`src/rtl/minterm_scan_ctrl.sv`:
```
// Sweeps the evaluator select code through 0..N-1 and samples f once per code.
// It commits the captured truth table, its popcount and a golden-compare flag.
module minterm_scan_ctrl #(
  parameter  int WIDTH  = 3,
  parameter  int SETTLE = 2,
  localparam int N      = 1 << WIDTH
) (
  input  logic             clk,
  input  logic             rst_n,
  input  logic             start,
  input  logic             abort,
  input  logic             f_in,
  input  logic [N-1:0]     expected,
  output logic [WIDTH-1:0] w_out,
  output logic [N-1:0]     tt,
  output logic [WIDTH:0]   ones,
  output logic             match,
  output logic             busy,
  output logic             done
);

  localparam logic [3:0]       SETTLE_M1 = 4'(SETTLE - 1);
  localparam logic [WIDTH-1:0] LAST_W    = WIDTH'(N - 1);

  typedef enum logic [1:0] {IDLE, SCAN, DONE} state_t;

  state_t           state, state_d;
  logic [3:0]       cnt, cnt_d;
  logic [WIDTH-1:0] w_d;
  logic [N-1:0]     shadow, shadow_d, merged;
  logic             commit;

  function automatic logic [WIDTH:0] popcnt(input logic [N-1:0] v);
    popcnt = '0;
    for (int k = 0; k < N; k++) popcnt += {{WIDTH{1'b0}}, v[k]};
  endfunction

  always_comb begin
    state_d   = state;
    w_d       = w_out;
    cnt_d     = cnt;
    shadow_d  = shadow;
    commit    = 1'b0;
    // Commit takes the table with the final sample already merged in.
    merged        = shadow;
    merged[w_out] = f_in;
    case (state)
      IDLE: begin
        w_d = '0;
        if (start && !abort) begin
          state_d  = SCAN;
          cnt_d    = '0;
          shadow_d = '0;
        end
      end
      SCAN: begin
        if (abort) begin
          state_d = IDLE;
          w_d     = '0;
          cnt_d   = '0;
        end else if (cnt == SETTLE_M1) begin
          cnt_d    = '0;
          shadow_d = merged;
          if (w_out == LAST_W) begin
            state_d = DONE;
            commit  = 1'b1;
          end else begin
            w_d = w_out + 1'b1;
          end
        end else begin
          cnt_d = cnt + 1'b1;
        end
      end
      DONE: begin
        state_d = IDLE;
        w_d     = '0;
      end
      default: state_d = IDLE;
    endcase
  end

  always_ff @(posedge clk or negedge rst_n) begin
    if (!rst_n) begin
      state  <= IDLE;
      w_out  <= '0;
      cnt    <= '0;
      shadow <= '0;
      tt     <= '0;
      ones   <= '0;
      match  <= 1'b0;
    end else begin
      state  <= state_d;
      w_out  <= w_d;
      cnt    <= cnt_d;
      shadow <= shadow_d;
      if (commit) begin
        tt    <= merged;
        ones  <= popcnt(merged);
        match <= (merged == expected);
      end
    end
  end

  assign busy = (state == SCAN);
  assign done = (state == DONE);

endmodule

```
`config.mk`:
```
export PLATFORM = sky130hd
export DESIGN_NAME = minterm_scan_ctrl
export DESIGN_NICKNAME = d
export VERILOG_FILES = /design/src/rtl/minterm_scan_ctrl.sv
export SDC_FILE = /design/constraint.sdc
export NUM_CORES = 1
export LEC_CHECK = 0
export BUFFER_PORTS_ARGS = -buffer_cell sky130_fd_sc_hd__buf_2
export CAP_MARGIN = 0
export CORE_MARGIN = 3
export CORE_UTILIZATION = 55
export DETAILED_ROUTE_END_ITERATION = 6
export PLACE_DENSITY = 0.78
export SETUP_SLACK_MARGIN = 0.4
export SLEW_MARGIN = 5
export SYNTH_ARGS = -nofsm -noshare
export SYNTH_HDL_FRONTEND = slang
export SYNTH_SLANG_ARGS = --single-unit
```
`constraint.sdc`:
```
create_clock -name clk -period 4.5 [get_ports clk]
set_clock_uncertainty 0.1 [all_clocks]
set_input_delay 0.9 -clock clk [delete_from_list [all_inputs] [get_ports clk]]
set_output_delay 0.9 -clock clk [all_outputs]
set_load 0.01 [all_outputs]
```
# Word level (Yosys, flattened, before mapping)
# Index checks and enable logic that the tools add are counted.
# totals
regBits,30
inputBits,13
wordCells,64
# op_classes
n_addsub,9
n_lt_le_gt_ge,2
eq_ne,11
muxes,24
reduce_logical,11
# op_table
cell,count
2-to-1 mux 8 bit,3
adder 4 x 1 -> 4 bit,4
case mux 8 bit (2 select lines),1
2-to-1 mux 4 bit,3
2-to-1 mux 3 bit,3
bitwise mux 8 bit,1
equality test 8 bit,1
2-to-1 mux 2 bit,4
case mux 4 bit (2 select lines),1
!= test 3 x 2 -> 1 bit (second input constant),2
case mux 3 bit (2 select lines),1
AND reduction 3 bit,2
2-to-1 mux 1 bit,5
adder 3 x 1 -> 4 bit,1
adder 4 x 1 -> 4 bit (second input constant),1
equality test 4 x 1 -> 1 bit (second input constant),1
< comparator 3 x 4 -> 1 bit (second input constant),1
!= test 2 bit (second input constant),2
case mux 2 bit (2 select lines),1
AND reduction 4 bit,1
nonzero test 2 bit,2
adder 2 x 1 -> 3 bit,1
adder 3 x 1 -> 3 bit (second input constant),1
demux 1 bit (select 3 bit),1
other kinds (12),13

# Logic depth before layout (Yosys ltp)
# logic_depth
ltp_word,12
ltp_mapped,13

# Worst setup path after synthesis
# Ideal clock, no wire load.
# synth_timing
kind,input to register
startpoint,input port f_in
endpoint,register ones[2]
setup_ps,76
arrival_time_ps,3542
path_slack_ps,782
path_stages,11
path_buffers,1
cell_sequence,buf_2 > mux2i_1 > fa_1 > fa_1 > fa_1 > inv_1 > ha_1 > inv_1 > fa_1 > xor2_1 > o21ai_1
# synth_between
elab_chain_cells,8
# synth_rtl
element,line_no,source
start: declaration,12,"input logic f_in,"
bitwise mux 8 bit (*),46,merged[w_out] = f_in;
adder 1 x 1 -> 2 bit,35,"for (int k = 0; k < N; k++) popcnt += {{WIDTH{1'b0}}, v[k]};"
adder 2 x 1 -> 3 bit,35,
adder 3 x 1 -> 4 bit,35,
adder 4 x 1 -> 4 bit (3 in a row),35,
adder 4 x 1 -> 4 bit (*),35,
end signal: assignment,98,ones <= popcnt(merged);
end: declaration,16,"output logic [WIDTH:0] ones,"
# Every way passes the cells marked *; elsewhere a longest branch is shown, timed or not.
# A chain may end at the register's enable or synchronous reset.

# Final worst setup path
# layout_timing
startpoint,register w_out[2]
endpoint,register ones[2]
# layout_between
elab_chain_cells,12
# layout_rtl
element,line_no,source
start: declaration,14,"output logic [WIDTH-1:0] w_out,"
start signal: assignment,93,w_out <= w_d;
< comparator 3 x 4 -> 1 bit (not written as such) / >= comparator 3 x 1 -> 1 bit (equally long branches),46,
logical AND 1 bit (not written as such),46,
2-to-1 mux 1 bit (not written as such),46,
demux 1 bit (select 3 bit),46,
bitwise mux 8 bit,46,
adder 1 x 1 -> 2 bit,35,
adder 2 x 1 -> 3 bit,35,
adder 3 x 1 -> 4 bit,35,
adder 4 x 1 -> 4 bit (4 in a row),35,
# Parallel ways exist; a longest one is shown, timed or not.

==> impl_metrics.py <==
metrics = {
    "finish": {
        "drive_gt1_frac": 0.221,
        "area_growth_pct": 12.9,
        "stdcell_area_um2": 2050,
        "final_common_cell": "buf_2",
        "stdcell_count": 261,
        "final_nets": 240,
        "n_antenna_cell": 0,
        "multi_input_area_um2": 958,
        "final_cell_mix": "30 x buf_2, 27 x dfrtp_1, 26 x nand2_1",
        "fill_cells": 288,
        "fin_util": 0.661,
        "seq_area_um2": 754,
    },
    "clocking": {
        "cts.sinks": 30,
        "cts_max_level": 2,
        "cts_resized": 0,
        "clk_pin_slew_worst_paths_ns": 0.10,
        "cts_setup_buffers": 0,
        "cts_tree": "yes",
        "insertion_delay_ns": 0.34,
        "cts_buffer_depth": 2,
        "cts_made_buffers": 5,
        "cts_hold_buf": 0,
        "root_buffer": "clkbuf_4",
    },
    "global_route": {
        "grt_overflow_total": 0,
        "grt_pass1_wl_um": 6700,
        "grt_antenna_before_repair": 0,
        "grt_pass1_vias": 1454,
        "grt_max_degree": 31,
        "track_usage": 0.211,
    },
    "sta": {
        "setup_viol": 0,
        "grt_setup_unrepaired": "false",
        "tns_ns": 0,
        "min_period_over_period": 0.842,
        "min_period_ns": 3.79,
        "hold_viol": 0,
        "tightest_slew_ns": 0.792,
        "worst_slack_ns": 0.711,
        "slew_violations": 0,
        "fmaxAchievable_ghz": 0.264,
        "slew_headroom": 0.472,
    },
    "place": {
        "io_buffers": 30,
        "place_inst": 253,
        "pre_cts_slack_ns": 0.519,
        "dp.final_hpwl_um": 2840,
        "place_area_um2": 1960,
        "place.gp.congestion": 0.898,
    },
    "synthesis": {
        "ys_seq_elements": 30,
        "postSynthAreaPerCell_um2": 9.61,
        "synthDistinctLibCells": 37,
        "synthesis.area_um2": 1820,
        "synth.net_count": 213,
        "ys_seq_area_frac": 0.413,
        "ys_warn_count": 0,
        "syn_inst": 189,
    },
    "critical_path": {
        "criticalPathCategory": "flip-flop to flip-flop",
        "start_kind": "flip-flop",
        "worstPathRequired_ns": 4.59,
        "crit_path_end_kind": "flip-flop",
        "reg2reg_from": "w_out[2]$_DFFE_PN0P_",
        "cp.arrival_ns": 3.88,
        "crit_fanout": 12,
        "startpoint": "w_out[2]$_DFFE_PN0P_",
    },
    "route": {
        "drc": 0,
        "dr_total_vias": 1465,
        "ant_nets": 0,
        "wl_per_cell_um": 14.5,
        "dr.pass1.iters": 4,
        "wl_um": 3780,
        "post_drt_via_cell_ratio": 5.61,
        "drtIter0Drc": 89,
    },
    "floorplan": {
        "pin_count": 31,
        "die_area_um2": 4030,
        "dieHeight_um": 63.5,
        "die_w_um": 63.5,
        "rows": 20,
        "initial_core_util": 0.585,
        "core-area_um2": 3100,
    },
    "power_and_ir_drop": {
        "power_density_nw_per_um2": 286,
        "p_leak_nw": 1.01,
        "irDropWorstVdd_mv": 0.274,
    },
    "min_path": {
        "hp-class": "flip-flop to flip-flop",
        "hold_start": "ones[0]$_DFFE_PN0P_",
    },
    "run_status": {
        "status": "finished clean",
    },
    "run": {
        "cap_violations": 0,
    },
}
[metal layers]
| metal | global-route usage | share of wire |
|---|---|---|
| met4 | 0.0728 | 0.021 |
| met3 | 0.0660 | 0.055 |
| met1 | 0.279 | 0.45 |
| met2 | 0.330 | 0.48 |
| met5 | 0 | 0 |
[synthesized netlist by cell type, drive strengths merged]
cell | n | area share
mux2 | 1 | 0.0062
clkbuf | 2 | 0.0048
nor3 | 3 | 0.0083
mux2i | 8 | 0.044
fa | 4 | 0.044
a221oi | 1 | 0.0048
a32o | 1 | 0.0062
inv | 15 | 0.031
nand3b | 3 | 0.012
nand4b | 3 | 0.014
o21bai | 1 | 0.0041
and2 | 1 | 0.0034
a2111oi | 1 | 0.015
nor2b | 3 | 0.010
nor3b | 4 | 0.019
xor2 | 5 | 0.024
a31oi | 1 | 0.0034
dfrtp | 30 | 0.41
o21ai | 22 | 0.061
a22oi | 1 | 0.0041
nand2 | 26 | 0.054
o31ai | 9 | 0.037
xnor2 | 4 | 0.019
a21oi | 3 | 0.0083
nor2 | 6 | 0.012
o32ai | 2 | 0.0096
or3 | 2 | 0.0069
nand3 | 4 | 0.011
a21o | 2 | 0.0083
ha | 7 | 0.048
buf | 8 | 0.030
nand2b | 6 | 0.021
[final timing paths]
kind / to / slack [ns] / cells after the start
setup / recovery: ones[2]$_DFFE_PN0P_ / 0.71 / 12
min in group asynchronous: shadow[5]$_DFFE_PN0P_ / 0.48 / 1
setup reg to reg: ones[2]$_DFFE_PN0P_ / 0.71 / 12
hold / removal: ones[0]$_DFFE_PN0P_ / 0.39 / 2
max in group asynchronous: w_out[0]$_DFFE_PN0P_ / 3.35 / 1
hold reg to reg: ones[0]$_DFFE_PN0P_ / 0.39 / 2
[final cells by class]
cell class	count	area share
multi-input combinational	134	0.467
sequential	30	0.368
timing repair buffer	30	0.0732
inverter	15	0.0274
tap	44	0.0268
clock inverter	3	0.0195
clock buffer	5	0.0183
[per-stage QoR]
stage | power (mW) | hold slack, ns
after floorplan | 0.347 | 0.344
after global placement | 0.372 | 0.357
after detailed placement | 0.377 | 0.369
after CTS | 0.590 | 0.391
after global routing | 0.618 | 0.417
final | 0.587 | 0.390
[logic make-up after synthesis]
logic type	count (synthesis)	share of synthesized area
buf+inv	25	0.0661
fa+ha+maj	11	0.0923
compound gates	44	0.162
xor+xnor	9	0.0434
flops	30	0.413
simple gates	61	0.173
mux	9	0.0503
[sequential cells by signal, indices dropped and copies added, names as in the netlist]
signal / cells
state: 2
ones: 4
tt: 8
match: 1
cnt: 4
shadow: 8
w_out: 3
[worst max-delay path: stages, from the launching register on]
cell	delay [ns]
dfrtp_2	0.50
nand2b_1	0.22
nor2_1	0.18
mux2i_2	0.34
fa_1	0.47
fa_1	0.51
fa_1	0.42
inv_1	0.07
ha_1	0.15
inv_1	0.06
fa_1	0.39
xor2_1	0.16
o21ai_1	0.08
[report_power, final]
| group | total, mW | switching (mW) | internal, mW |
|---|---|---|---|
| Clock | 0.213 | 0.0985 | 0.115 |
| Sequential | 0.291 | 0.0119 | 0.280 |
| Combinational | 0.0821 | 0.0496 | 0.0325 |
(Power assumes the default switching activity.)
